**config.mk**
```make
export PLATFORM = sky130hd
export DESIGN_NAME = sub_sat_out_stage
export DESIGN_NICKNAME = d
export VERILOG_FILES = /design/src/rtl/sub_pkg.sv /design/src/rtl/sub_skid_buf.sv /design/src/rtl/sub_sat_out_stage.sv
export SDC_FILE = /design/constraint.sdc
export NUM_CORES = 1
export LEC_CHECK = 0
export ABC_AREA = 1
export CAP_MARGIN = 10
export CELL_PAD_IN_SITES_DETAIL_PLACEMENT = 0
export CELL_PAD_IN_SITES_GLOBAL_PLACEMENT = 1
export CORE_MARGIN = 2
export CORE_UTILIZATION = 36
export CTS_CLUSTER_SIZE = 8
export DETAILED_ROUTE_END_ITERATION = 12
export PLACE_DENSITY_LB_ADDON = 0.08
export SLEW_MARGIN = 10
export SYNTH_ARGS = -nofsm -noshare
export SYNTH_HDL_FRONTEND = slang
export SYNTH_SLANG_ARGS = --single-unit
export TNS_END_PERCENT = 30
```
**constraint.sdc**
```tcl
create_clock -name clk -period 2.3 [get_ports clk]
set_input_delay 0.345 -clock clk [delete_from_list [all_inputs] [get_ports clk]]
set_output_delay 0.345 -clock clk [all_outputs]
set_load 0.01 [all_outputs]
```
**src/rtl/sub_pkg.sv**
```systemverilog
// Shared types and helpers for the subtractor output stage.
// Beat layout, saturation limits and the overflow clamp function.
package sub_pkg;

  localparam int unsigned SubWidth = 32;

  localparam logic [SubWidth-1:0] SMAX = {1'b0, {(SubWidth - 1) {1'b1}}};
  localparam logic [SubWidth-1:0] SMIN = {1'b1, {(SubWidth - 1) {1'b0}}};

  typedef struct packed {
    logic [SubWidth-1:0] data;
    logic                sat;
  } sub_beat_t;

  typedef enum logic [1:0] {
    StEmpty,
    StOne,
    StTwo
  } occ_state_e;

  // A wrapped negative result means the true difference was too large, and vice versa.
  function automatic sub_beat_t sat_clamp(input logic [SubWidth-1:0] result,
                                          input logic                overflow,
                                          input logic                sat_mode);
    sub_beat_t beat;
    beat.data = result;
    beat.sat  = overflow;
    if (overflow && sat_mode) begin
      beat.data = result[SubWidth-1] ? SMAX : SMIN;
    end
    return beat;
  endfunction

endpackage

```
**src/rtl/sub_skid_buf.sv**
```systemverilog
// Two-entry valid/ready buffer of sub_beat_t with strict FIFO ordering.
// Occupancy is tracked by a three-process FSM; the head entry drives the output.
module sub_skid_buf
  import sub_pkg::*;
(
  input  logic      clk,
  input  logic      rst,
  input  logic      in_valid,
  output logic      in_ready,
  input  sub_beat_t in_beat,
  output logic      out_valid,
  input  logic      out_ready,
  output sub_beat_t out_beat
);

  occ_state_e state_q, state_d;
  sub_beat_t  head_q, head_d;
  sub_beat_t  tail_q, tail_d;

  logic push;
  logic pop;

  assign push = in_valid && in_ready;
  assign pop  = out_valid && out_ready;

  always_ff @(posedge clk) begin
    if (rst) begin
      state_q <= StEmpty;
    end else begin
      state_q <= state_d;
    end
  end

  always_comb begin
    state_d = state_q;
    unique case (state_q)
      StEmpty: if (push) state_d = StOne;
      StOne: begin
        if (push && !pop) begin
          state_d = StTwo;
        end else if (pop && !push) begin
          state_d = StEmpty;
        end
      end
      StTwo:   if (pop) state_d = StOne;
      default: state_d = StEmpty;
    endcase
  end

  always_comb begin
    in_ready  = (state_q != StTwo);
    out_valid = (state_q != StEmpty);
    out_beat  = head_q;
  end

  // Head only changes when it is empty, being popped, or refilled from the tail.
  always_comb begin
    head_d = head_q;
    tail_d = tail_q;
    unique case (state_q)
      StEmpty: if (push) head_d = in_beat;
      StOne: begin
        if (push && pop) begin
          head_d = in_beat;
        end else if (push) begin
          tail_d = in_beat;
        end
      end
      StTwo:   if (pop) head_d = tail_q;
      default: ;
    endcase
  end

  always_ff @(posedge clk) begin
    if (rst) begin
      head_q <= '0;
      tail_q <= '0;
    end else begin
      head_q <= head_d;
      tail_q <= tail_d;
    end
  end

  assert property (@(posedge clk) disable iff (rst)
    out_valid && !out_ready |=> out_valid && (out_beat == $past(out_beat)));

  assert property (@(posedge clk) disable iff (rst)
    (state_q == StTwo) |-> !push);

endmodule

```
**src/rtl/sub_sat_out_stage.sv**
```systemverilog
// Registered output stage for the signed subtractor: clamp, skid buffer, sticky flag.
// Define SUB_OVF_COUNT_EN to build the saturating overflow event counter.
module sub_sat_out_stage
  import sub_pkg::*;
#(
  parameter int unsigned WIDTH    = SubWidth,
  parameter bit          SAT_MODE = 1'b1,
  parameter int unsigned CNT_W    = 16
) (
  input  logic             clk,
  input  logic             rst,
  input  logic             in_valid,
  output logic             in_ready,
  input  logic [WIDTH-1:0] in_result,
  input  logic             in_overflow,
  output logic             out_valid,
  input  logic             out_ready,
  output logic [WIDTH-1:0] out_data,
  output logic             out_sat,
  output logic             sticky_ovf,
  input  logic             clr_sticky,
  output logic [CNT_W-1:0] ovf_count
);

  sub_beat_t in_beat;
  sub_beat_t out_beat;
  logic      buf_ready;
  logic      ready_q;
  logic      accept;
  logic      accept_ovf;
  logic      sticky_q, sticky_d;

  // Held low through reset and for the first cycle after it.
  always_ff @(posedge clk) begin
    if (rst) begin
      ready_q <= 1'b0;
    end else begin
      ready_q <= 1'b1;
    end
  end

  assign in_ready   = buf_ready && ready_q && !rst;
  assign accept     = in_valid && in_ready;
  assign accept_ovf = accept && in_overflow;
  assign in_beat    = sat_clamp(in_result, in_overflow, SAT_MODE);

  sub_skid_buf u_skid_buf (
    .clk      (clk),
    .rst      (rst),
    .in_valid (in_valid && in_ready),
    .in_ready (buf_ready),
    .in_beat  (in_beat),
    .out_valid(out_valid),
    .out_ready(out_ready),
    .out_beat (out_beat)
  );

  assign out_data = out_beat.data;
  assign out_sat  = out_beat.sat;

  always_comb begin
    sticky_d = clr_sticky ? 1'b0 : sticky_q;
    if (accept_ovf) begin
      sticky_d = 1'b1;
    end
  end

  always_ff @(posedge clk) begin
    if (rst) begin
      sticky_q <= 1'b0;
    end else begin
      sticky_q <= sticky_d;
    end
  end

  assign sticky_ovf = sticky_q;

`ifdef SUB_OVF_COUNT_EN
  logic [CNT_W-1:0] count_q, count_d;

  // Clear first, then count, so a simultaneous clear and overflow leaves one event.
  always_comb begin
    count_d = clr_sticky ? '0 : count_q;
    if (accept_ovf && (count_d != {CNT_W{1'b1}})) begin
      count_d = count_d + 1'b1;
    end
  end

  always_ff @(posedge clk) begin
    if (rst) begin
      count_q <= '0;
    end else begin
      count_q <= count_d;
    end
  end

  assign ovf_count = count_q;
`else
  assign ovf_count = '0;
`endif

endmodule

```
### Word level (Yosys, flattened, before mapping)

Cells that the tools add are included.

* output and inout port bits: 52
* flip-flop bits (word level): 70
* input bits: 38
* logic and storage cells: 48

* equal/unequal tests: 7
* reductions and logical operators: 19
* bitwise gates (word level): 1
* mux-type cells: 14

Operator list (number)
* two-way mux 33 bit: 3
* one-hot mux 33 bit (3 select lines): 1
* two-way mux 32 bit: 2
* logical AND 1 bit: 9
* two-way mux 2 bit: 4
* inequality test 2 x 1 -> 1 bit (second input constant): 3
* one-hot mux 2 bit (3 select lines): 1
* AND reduction 3 bit: 2
* AND reduction 4 bit: 1
* nonzero test 2 bit: 2
* logical NOT 1 bit: 3
* two-way mux 1 bit: 3
* inequality test 3 x 1 -> 1 bit (second input constant): 1
* nonzero test 3 bit: 1
* equality test 2 x 1 -> 1 bit (second input constant): 1
* equality test 2 bit (second input constant): 1
* logical NOT 2 bit: 1
* inequality test 2 bit (second input constant): 1
* inverter 1 bit: 1

### Longest topological paths before layout

Gate-level depths: netlist of the first run.

* depth in word-level cells: 10
* mapped depth: 10
* mapped depth without buffers: 8

### Modules after synthesis

From an unflattened synthesis of the first run, not the netlist that was laid out.

* cell total of the unflattened synthesis: 575
* area total of the unflattened synthesis: 3499.6 um^2

By module, submodules not included
* sub_skid_buf: times used 1, cells an instance 478, area an instance 2982.9 um^2
* sub_sat_out_stage: times used 1, cells an instance 97, area an instance 516.7 um^2

### Worst setup path before layout of the first run

Ideal clock, no wire load.

* kind: reg-to-reg
* start: reg u_skid_buf.state_q[0]
* end: reg u_skid_buf.head_q, in the netlist u_skid_buf.out_beat[10]
* path slack: 1.026 ns
* setup time: 0.113 ns
* arrival: 1.161 ns
* period minus slack after synthesis: 1.274 ns
* cell stages (with the launch flop): 10
* path through: dfxtp_1 -> inv_2 -> nand2_4 -> nand3_4 -> nand2_2 -> nand2_2 -> buf_6 -> buf_4 -> nor2_1 -> nor2_1

* word-level cells in the longest chain between the ends: 8
* elaborated cells on any way between the ends: 17
* classes of those cells: 6 x eq/ne; 1 x mux; 10 x reduce/logical

RTL lines
* from (decl): RTL line sub_skid_buf.sv:16 `occ_state_e state_q, state_d;`
* from (signal assigned): RTL line sub_skid_buf.sv:28 `state_q <= StEmpty;`
* from (signal assigned): RTL line sub_skid_buf.sv:30 `state_q <= state_d;`
* inequality test 2 bit: RTL line sub_skid_buf.sv:51 `in_ready = (state_q != StTwo);`
* logical AND 1 bit (2 in a row): RTL line sub_sat_out_stage.sv:42 `assign in_ready = buf_ready && ready_q && !rst;`
* logical AND 1 bit: RTL line sub_sat_out_stage.sv:50 `.in_valid (in_valid && in_ready),`
* logical AND 1 bit: RTL line sub_skid_buf.sv:23 `assign push = in_valid && in_ready;`
* logical AND 1 bit: RTL line sub_skid_buf.sv:63 `if (push && pop) begin`
* inequality test 2 x 1 -> 1 bit (no line)
* AND reduction 4 bit (no line)
* to (signal assigned): RTL line sub_skid_buf.sv:76 `head_q <= '0;`
* to (signal assigned): RTL line sub_skid_buf.sv:79 `head_q <= head_d;`
* to (decl): RTL line sub_skid_buf.sv:17 `sub_beat_t head_q, head_d;`

Several ways; a longest one is shown, not always the timed one.
A chain may end at the register's enable or synchronous reset.

### Worst setup path in the final report of the first run

* start: in rst
* end: out in_ready

* word-level cells in the longest chain between the ends: 2

RTL lines
* from (decl): RTL line sub_sat_out_stage.sv:11 `input logic rst,`
* logical NOT 1 bit: RTL line sub_sat_out_stage.sv:42
* logical AND 1 bit: RTL line sub_sat_out_stage.sv:42
* to (decl): RTL line sub_sat_out_stage.sv:13 `output logic in_ready,`

No other way between the ends.

==> impl_metrics.tcl, run 1 <==
set metrics [dict create \
    tns_ns 0 \
    route.antenna.remaining_nets 0 \
    slowest_stage "clkdlybuf4s50_1" \
    gp_congestion 0.756 \
    drv_slew 0 \
    die_h_um 103 \
    met3_usage 0.0319 \
    placementRows 35 \
    clkTransAtPathRegs_ns 0.07 \
    seqCellArea_um2 1400 \
    cts.sinks 70 \
    grt_pass1_wl_um 14300 \
    slowest_delay_ns 0.59 \
    syn_inst 573 \
    worstHoldEndpoint "sticky_ovf$_SDFFE_PP0P_" \
    synth-seq-cells 70 \
    viasPerCell 4.33 \
    num_vias 3345 \
    multiInputGateArea_um2 1710 \
    root_buffer "clkbuf_8" \
    drtIter0Drc 102 \
    cts_hold_buf 0 \
    critical_path_arrival_ns 1.69 \
    die_width_um 103 \
    power_leakage_uw 0.00231 \
    h-tree-depth 3 \
    dieArea_um2 10500 \
    grt_start_max_net_pins 45 \
    rsz0062_at_grt "false" \
    cap_viol_max_count 0 \
    drt_first_pass_iters 4 \
    fin_worst_skew_ns 0.0114 \
    drc 0 \
    pwr-share-comb 0.146 \
    min_period_ns 2.04 \
    postSynthAreaPerCell_um2 6.11 \
    cts_tree "yes" \
    wl_um 8550 \
    yosys_warnings 0 \
    cts_resized 0 \
    cts-buffers-inserted 9 \
    synth_top_cell_by_area "dfxtp_1" \
    grt.overflow.total 0 \
    finalSetupViolations 0 \
    peakVddDrop_v 0.000239 \
    insertion_delay_ns 0.34 \
    cp_max_fo 6 \
    fmaxAchievable_mhz 491 \
    required_ns 1.96 \
    syn_to_final_growth_pct 27.9 \
    p_int_uw 2000 \
    r2r_setup_slack_ns 0.76 \
    wire_per_inst_um 11.1 \
    dp_hpwl_um 5290 \
    synth_area_leaders "dfxtp_1 (40%), nand2_1 (25%), nor2_1 (14%), o21ai_0 (4.6%), inv_1 (4.1%)" \
    rr_worst_depth 8 \
    crit_type "in2out" \
    syn_area_um2 3500 \
    grt.total_usage 0.172 \
    yosys.area.top_type_share 0.401 \
    io_pins 90 \
    cts_setup_buffers 0 \
    antenna_found_initial 0 \
    p_sw_uw 700 \
    cp_num_buf_inv 2 \
    start_util 0.375 \
    outcome "completed" \
    swShare 0.260 \
    antenna_cells 0 \
    nNetsFinal 676 \
    min_path_cells 2 \
    period_share 0.886 \
    pwr-share-clk 0.384 \
    hold_viol_final 0 \
    yosysUniqueCellTypes 24 \
    crit_chain "clkdlybuf4s50_1 > nor3_1 > clkdlybuf4s50_1" \
    start_kind "primary input" \
    timing.rr.start "u_skid_buf.state_q[1]$_SDFFE_PP0P_" \
    power.density_nw_per_um2 603 \
    clock_path_buffers 2 \
    crit_path_end_kind "output pin" \
    drive_gt1_frac 0.0575 \
    cp_top_family "buffers and inverters" \
    top_usage_layer "met2" \
    fillers 994 \
    crit_path_frequent_cell "clkdlybuf4s50_1" \
    core_area_um2 9330 \
    ys_seq_area_frac 0.401 \
    seqPwrFrac 0.470 \
    grtUsageMet1 0.231 \
    grt_pass1_vias 3105 \
    hp-class "reg2reg" \
    rr_endpoint "u_skid_buf.out_beat[4]$_SDFFE_PP0P_" \
    final_core_util 0.480 \
    io_buffers 73 \
    grt.met2_usage 0.278 \
    hold_path_startpoint "sticky_ovf$_SDFFE_PP0P_" \
]
==> worst min-delay path, stage by stage (launching register included) <==
cell     delay [ns]
dfxtp_1        0.32
nand2_1        0.06
a21oi_1        0.06
==> placed cells by master (no fill, tap or decap) <==
cell,count
nand2_1,232
nor2_1,132
clkdlybuf4s50_1,73
dfxtp_1,70
inv_1,37
o21ai_0,32
conb_1,16
buf_4,13
clkbuf_8,11
a21oi_1,4
inv_2,3
nand3_1,3
nand2_2,2
clkbuf_1,2
nor2_2,1
nor3_1,1
nand2_4,1
nand3_4,1
o21ai_1,1
nor2_4,1
nand4_1,1
xnor2_1,1
nand3b_1,1
bufinv_16,1
clkinvlp_4,1
clkinv_2,1
buf_12,1
==> metal layers <==
layer | up-vias | part of all wire | wire [um]
met4 | 0 | 0.014 | 118
li1 | 1794 | - | -
met2 | 76 | 0.43 | 3640
met3 | 9 | 0.050 | 429
met5 | - | 0 | 0
met1 | 1466 | 0.51 | 4370
==> cell families (layout without fill, tap and decap cells) <==
kind of cell,after synthesis,in the layout,synth area share
and+or+nand+nor,376,376,0.417
buffers and inverters,88,143,0.126
DFF,70,70,0.401
AOI/OAI and AO/OA,37,37,0.0529
other,1,16,0.00107
xor gates and xnor gates,1,1,0.00250
==> cell usage after synthesis (all sizes together) <==
cell	n
a21oi	4
inv	40
nand2	235
nand3b	1
o21ai	33
xnor2	1
dfxtp	70
clkbuf	14
nor2	134
buf	34
nor3	1
nand3	4
conb	1
nand4	1
==> final cells by class <==
type,instances,share of cell area
inverter,40,0.0335
clock buffer,13,0.0355
multi-input combinational,430,0.383
tap,129,0.0361
sequential,70,0.313
clock inverter,3,0.00951
timing repair buffer,87,0.190
==> sequential cells by signal (all words and copies together), names as in the netlist <==
name / cells
u_skid_buf.out_beat: 33
u_skid_buf.tail_q: 33
ready_q: 1
sticky_ovf: 1
u_skid_buf.state_q: 2
==> power by group through the flow <==
stage               sequential [uW]  combinational (uW)  clock [uW]
CTS                            1270                 399        1060
global route                   1270                 450        1100
global placement               1300                 396           0
finish                         1270                 393        1040
detailed placement             1300                 396           0
floorplan                      1310                 222           0
==> metrics by stage <==
| stage | area [um2] | hold slack (ns) | setup slack [ns] | total power, uW | instances |
|---|---|---|---|---|---|
| 4_1_cts | 4480 | 0.485 | 0.258 | 2720 | 772 |
| 5_1_grt | 4480 | 0.504 | 0.182 | 2830 | 772 |
| 3_3_place_gp | 4270 | 0.456 | 0.261 | 1690 | 756 |
| 2_1_floorplan | 3550 | 0.414 | 1.03 | 1530 | 588 |
| 3_5_place_dp | 4270 | 0.468 | 0.273 | 1690 | 756 |
| 6_report | 4480 | 0.478 | 0.262 | 2700 | 772 |
==> worst max-delay path by stage <==
stage,start,depth (start not counted),to,slack (ns)
final,rst,3,in_ready,0.26
after detailed placement,rst,3,in_ready,0.27
after floorplan,u_skid_buf.state_q[0]$_SDFFE_PP0P_,9,u_skid_buf.out_beat[10]$_SDFFE_PP0P_,1.03
after global placement,rst,3,in_ready,0.26
after CTS,rst,3,in_ready,0.26
after global routing,rst,3,in_ready,0.18
Note: power is estimated with default switching activity, not from simulation.
==> inputs of run 2 (changes only) <==
--- a/config.mk
+++ b/config.mk
@@ -10,10 +10,11 @@
 export CELL_PAD_IN_SITES_DETAIL_PLACEMENT = 0
 export CELL_PAD_IN_SITES_GLOBAL_PLACEMENT = 1
 export CORE_MARGIN = 2
-export CORE_UTILIZATION = 36
+export CORE_UTILIZATION = 30
 export CTS_CLUSTER_SIZE = 8
 export DETAILED_ROUTE_END_ITERATION = 12
 export PLACE_DENSITY_LB_ADDON = 0.08
+export REMOVE_ABC_BUFFERS = 1
 export SLEW_MARGIN = 10
 export SYNTH_ARGS = -nofsm -noshare
 export SYNTH_HDL_FRONTEND = slang
==> constraint.sdc (replaced) <==
create_clock -name clk -period 1.7 [get_ports clk]
set_input_delay 0.255 -clock clk [delete_from_list [all_inputs] [get_ports clk]]
set_output_delay 0.255 -clock clk [all_outputs]
set_load 0.01 [all_outputs]
==> run 2 against run 1 <==
Net effect:
- combinational power grew 42%
- final cell count grew 1.9%
- wire length grew 7.7%
- core utilization shrank 7.1 points
- flip-flop and latch count is the same
- final area grew 4.2%
- non-clock buffer count grew 2
- global-route usage shrank 1.9 points
- sequential power grew 35%
- critical path depth grew 1
- largest cell class unchanged
==> impl_metrics.tcl, run 2 (same netlist as run 1, synthesis figures left out) <==
set metrics [dict create \
    syn_to_final_growth_pct 33.4 \
    fmaxAchievable_mhz 639 \
    grt_pass1_vias 3198 \
    die_width_um 112 \
    die_h_um 112 \
    drv_slew 0 \
    outcome "completed" \
    antenna_cells 0 \
    viasPerCell 4.29 \
    core_area_um2 11400 \
    drc 0 \
    power.density_nw_per_um2 841 \
    grt.overflow.total 0 \
    pwr-share-comb 0.143 \
    dp_hpwl_um 5800 \
    timing.rr.start "u_skid_buf.state_q[0]$_SDFFE_PP0P_" \
    tns_ns 0 \
    grt.total_usage 0.153 \
    grt_start_max_net_pins 43 \
    route.antenna.remaining_nets 0 \
    placementRows 39 \
    start_kind "flop" \
    crit_path_end_kind "output pin" \
    nNetsFinal 678 \
    grt_pass1_wl_um 15500 \
    cp_max_fo 6 \
    final_core_util 0.409 \
    io_buffers 73 \
    p_int_uw 2940 \
    dieArea_um2 12500 \
    cts_hold_buf 0 \
    worstSetupStartpoint "u_skid_buf.state_q[1]$_SDFFE_PP0P_" \
    root_buffer "clkbuf_16" \
    peakVddDrop_v 0.000445 \
    clock_path_buffers 2 \
    power_uw 3920 \
    cts_setup_buffers 0 \
    final_cell_mix "nand2_1 (232), nor2_1 (132), clkdlybuf4s50_1 (71)" \
    power_leakage_uw 0.00241 \
    finalSetupViolations 0 \
    fin_worst_skew_ns 0.00278 \
    final_common_cell "nand2_1" \
    crit_type "reg2out" \
    hp-class "reg2reg" \
    start_util 0.306 \
    cts.sinks 70 \
    seqPwrFrac 0.438 \
    hold_path_startpoint "sticky_ovf$_SDFFE_PP0P_" \
    io_pins 90 \
    p_sw_uw 981 \
    rsz0062_at_grt "false" \
    period_share 0.920 \
    wire_per_inst_um 11.7 \
    cts_tree "yes" \
    h-tree-depth 3 \
    cap_viol_max_count 0 \
    insertion_delay_ns 0.32 \
    drt_first_pass_iters 4 \
    cts-buffers-inserted 9 \
    pwr-share-clk 0.419 \
    clkTransAtPathRegs_ns 0.05 \
    antenna_found_initial 0 \
    gp_congestion 0.744 \
    num_vias 3375 \
    drtIter0Drc 151 \
    wl_um 9220 \
    swShare 0.250 \
    required_ns 1.44 \
    drive_gt1_frac 0.0590 \
    hold_viol_final 0 \
    min_period_ns 1.56 \
    critical_path_arrival_ns 1.31 \
]
==> run 2: what timing repair did <==
item / CTS / global route
endpoints found under the setup margin: 2 / 1
endpoints found under the hold margin: 0 / 0
resized for setup: 3 / 1
==> run 2: cell type report <==
cell class                 count  area, um2
tap                          143        179
multi-input combinational    430       1720
timing repair buffer          89        965
sequential                    70       1400
clock inverter                 2       10.0
clock buffer                  13        240
inverter                      40        150
fill                        1235       6750
==> run 2: worst paths after layout <==
kind	end	slack, ns	depth (start not counted)
max	in_ready	0.14	4
min	sticky_ovf$_SDFFE_PP0P_	0.46	2
max reg2reg	u_skid_buf.out_beat[23]$_SDFFE_PP0P_	0.25	9
min reg2reg	sticky_ovf$_SDFFE_PP0P_	0.46	2
==> run 2: per-layer routing <==
metal,up-vias,GRT usage,wire length (um)
li1,1807,-,-
met1,1505,0.199,4510
met2,57,0.248,4150
met3,6,0.0457,473
met4,0,0.0415,87
met5,-,0,0
==> run 2: per-stage QoR <==
step	cells	cell area (um2)	hold slack [ns]	setup slack, ns
final	787	4670	0.463	0.135
after detailed placement	772	4410	0.461	-0.104
after global placement	772	4410	0.455	-0.104
after floorplan	540	3260	0.324	-0.194
after CTS	787	4660	0.470	0.0328
after global routing	787	4670	0.492	0.00369
==> run 2: power by group through the flow <==
stage	logic (uW)	registers (uW)	clock network, uW
2_1_floorplan	251	1770	0
6_report	560	1720	1640
3_5_place_dp	568	1760	0
4_1_cts	570	1720	1720
3_3_place_gp	568	1750	0
5_1_grt	637	1730	1780
==> run 2: worst max-delay path: stages (launching register included) <==
cell and delay, ns:
dfxtp_2 0.34, inv_2 0.12, nor2_4 0.04, nor3_1 0.18, dlygate4sd2_1 0.30
==> inputs of run 3 (changes only) <==
--- a/config.mk
+++ b/config.mk
@@ -13,7 +13,7 @@
 export CORE_UTILIZATION = 30
 export CTS_CLUSTER_SIZE = 8
 export DETAILED_ROUTE_END_ITERATION = 12
-export PLACE_DENSITY_LB_ADDON = 0.08
+export PLACE_DENSITY_LB_ADDON = 0.1
 export REMOVE_ABC_BUFFERS = 1
 export SLEW_MARGIN = 10
 export SYNTH_ARGS = -nofsm -noshare
==> constraint.sdc (replaced) <==
create_clock -name clk -period 1.7 [get_ports clk]
set_input_delay 0.255 -clock clk [delete_from_list [all_inputs] [get_ports clk]]
set_output_delay 0.255 -clock clk [all_outputs]
set_load 0.05 [all_outputs]
==> run 3 against run 2 <==
Net effect:
- register-to-register slack hardly changed
- highest routed layer unchanged
- largest power group is now the clock network
- global-route usage increased by 0.23 points
- clock power grew 24%
- wire length is 1.6% higher
- die area stayed put
- largest cell class unchanged
- via count down 1.2%
- maximum frequency rose by 4.6%
- worst setup slack better by 0.069 ns
- critical path type is now in2out
- core utilization shrank 0.32 points
==> impl_metrics.tcl, run 3 (same netlist as run 1, synthesis figures left out) <==
set metrics [dict create \
    timing.rr.start "u_skid_buf.state_q[0]$_SDFFE_PP0P_" \
    tns_ns 0 \
    power_leakage_uw 0.00247 \
    required_ns 1.44 \
    placementRows 39 \
    rr_endpoint "u_skid_buf.out_beat[26]$_SDFFE_PP0P_" \
    route.antenna.remaining_nets 0 \
    rr_worst_depth 8 \
    die_h_um 112 \
    drc 0 \
    drv_slew 0 \
    grt_pass1_vias 3049 \
    final_core_util 0.405 \
    cap_viol_max_count 0 \
    die_width_um 112 \
    start_kind "primary input" \
    crit_path_end_kind "output pin" \
    syn_to_final_growth_pct 32.3 \
    viasPerCell 4.24 \
    place_ws_ns -0.0188 \
    core_area_um2 11400 \
    num_vias 3334 \
    io_pins 90 \
    worstSetupStartpoint "rst" \
    clkTransAtPathRegs_ns 0.05 \
    period_share 0.880 \
    fin_cells 786 \
    final_common_cell "nand2_1" \
    outcome "completed" \
    whs_ns 0.469 \
    fin_worst_skew_ns 0.00481 \
    critical_path_arrival_ns 1.24 \
    wire_per_inst_um 11.9 \
    cts-buffers-inserted 9 \
    dp_hpwl_um 5600 \
    min_period_ns 1.50 \
    start_util 0.306 \
    root_buffer "clkbuf_16" \
    grt.total_usage 0.155 \
    gp_congestion 0.721 \
    antenna_found_initial 0 \
    h-tree-depth 3 \
    crit_type "in2out" \
    worstHoldEndpoint "sticky_ovf$_SDFFE_PP0P_" \
    io_buffers 73 \
    cp_max_fo 5 \
    rsz0062_at_grt "false" \
    r2r_setup_slack_ns 0.26 \
    wl_um 9360 \
    power.density_nw_per_um2 973 \
    grt.overflow.total 0 \
    grt_pass1_wl_um 15300 \
    final_cell_mix "nand2_1 (232), nor2_1 (132), dfxtp_1 (70)" \
    dieArea_um2 12500 \
    antenna_cells 0 \
    drtIter0Drc 227 \
    finalSetupViolations 0 \
    insertion_delay_ns 0.33 \
    drt_first_pass_iters 4 \
    worst_slack_ns 0.204 \
    nNetsFinal 677 \
    min_path_cells 2 \
    hold_path_startpoint "sticky_ovf$_SDFFE_PP0P_" \
    hold_viol_final 0 \
    cts_setup_buffers 0 \
    grt_start_max_net_pins 46 \
    cts_tree "yes" \
    peakVddDrop_v 0.000797 \
    dp.cells 771 \
    drive_gt1_frac 0.118 \
    cts.sinks 70 \
    fmaxAchievable_mhz 669 \
    hp-class "reg2reg" \
    clock_path_buffers 2 \
]
==> run 3: cell count changes in the layout (fill, tap and decap cells not counted), sizes merged <==
cell           before  now
buf                16   51
bufinv              0    2
clkbuf             13   11
clkdlybuf4s50      71   37
dlygate4sd2         1    0
dlymetal6s2s        1    0
==> run 3: timing repair <==
item                                    4_1_cts  5_1_grt
endpoints found under the hold margin         0        0
gates resized for setup                       0        1
endpoints found under the setup margin        0        1
hold buffers                                  0        0
==> run 3: worst max path at each step <==
| stage | endpoint | slack (ns) | cells past startpoint |
|---|---|---|---|
| after global placement | u_skid_buf.out_beat[12]$_SDFFE_PP0P_ | -0.03 | 8 |
| after floorplan | sticky_ovf$_SDFFE_PP0P_ | -0.43 | 5 |
| after CTS | in_ready | 0.09 | 4 |
| after detailed placement | u_skid_buf.out_beat[12]$_SDFFE_PP0P_ | -0.02 | 8 |
| final | in_ready | 0.20 | 4 |
| after global routing | u_skid_buf.out_beat[0]$_SDFFE_PP0P_ | 0.09 | 8 |
==> run 3: metrics by stage <==
stage / power (uW) / area, um2
floorplan: 2230 / 3260
global placement: 2510 / 4300
detailed placement: 2510 / 4300
CTS: 4600 / 4620
global route: 4730 / 4630
finish: 4500 / 4630
==> run 3: critical path, stage by stage <==
cell and delay, ns:
clkdlybuf4s50_1 0.42, buf_4 0.17, nor3_2 0.17, buf_4 0.22
==> run 3: where the power goes <==
| group | total, uW | internal, uW | switching, uW |
|---|---|---|---|
| logic | 744 | 252 | 492 |
| clock network | 2040 | 1350 | 692 |
| registers | 1720 | 1690 | 25.9 |
==> run 3: area by class of cell <==
| class | count | area [um2] |
|---|---|---|
| Sequential cell | 70 | 1400 |
| Clock buffer | 11 | 253 |
| Multi-Input combinational cell | 430 | 1720 |
| Clock inverter | 4 | 70.1 |
| Inverter | 40 | 150 |
| Timing Repair Buffer | 88 | 853 |
| Fill cell | 1230 | 6790 |
| Tap cell | 143 | 179 |
==> run 3: layer usage <==
layer  part of all wire  vias up  track usage
met5                  0        -            0
met4              0.011        0       0.0415
met3              0.049        7       0.0528
met2               0.47       67        0.264
met1               0.47     1451        0.189
li1                   -     1809            -
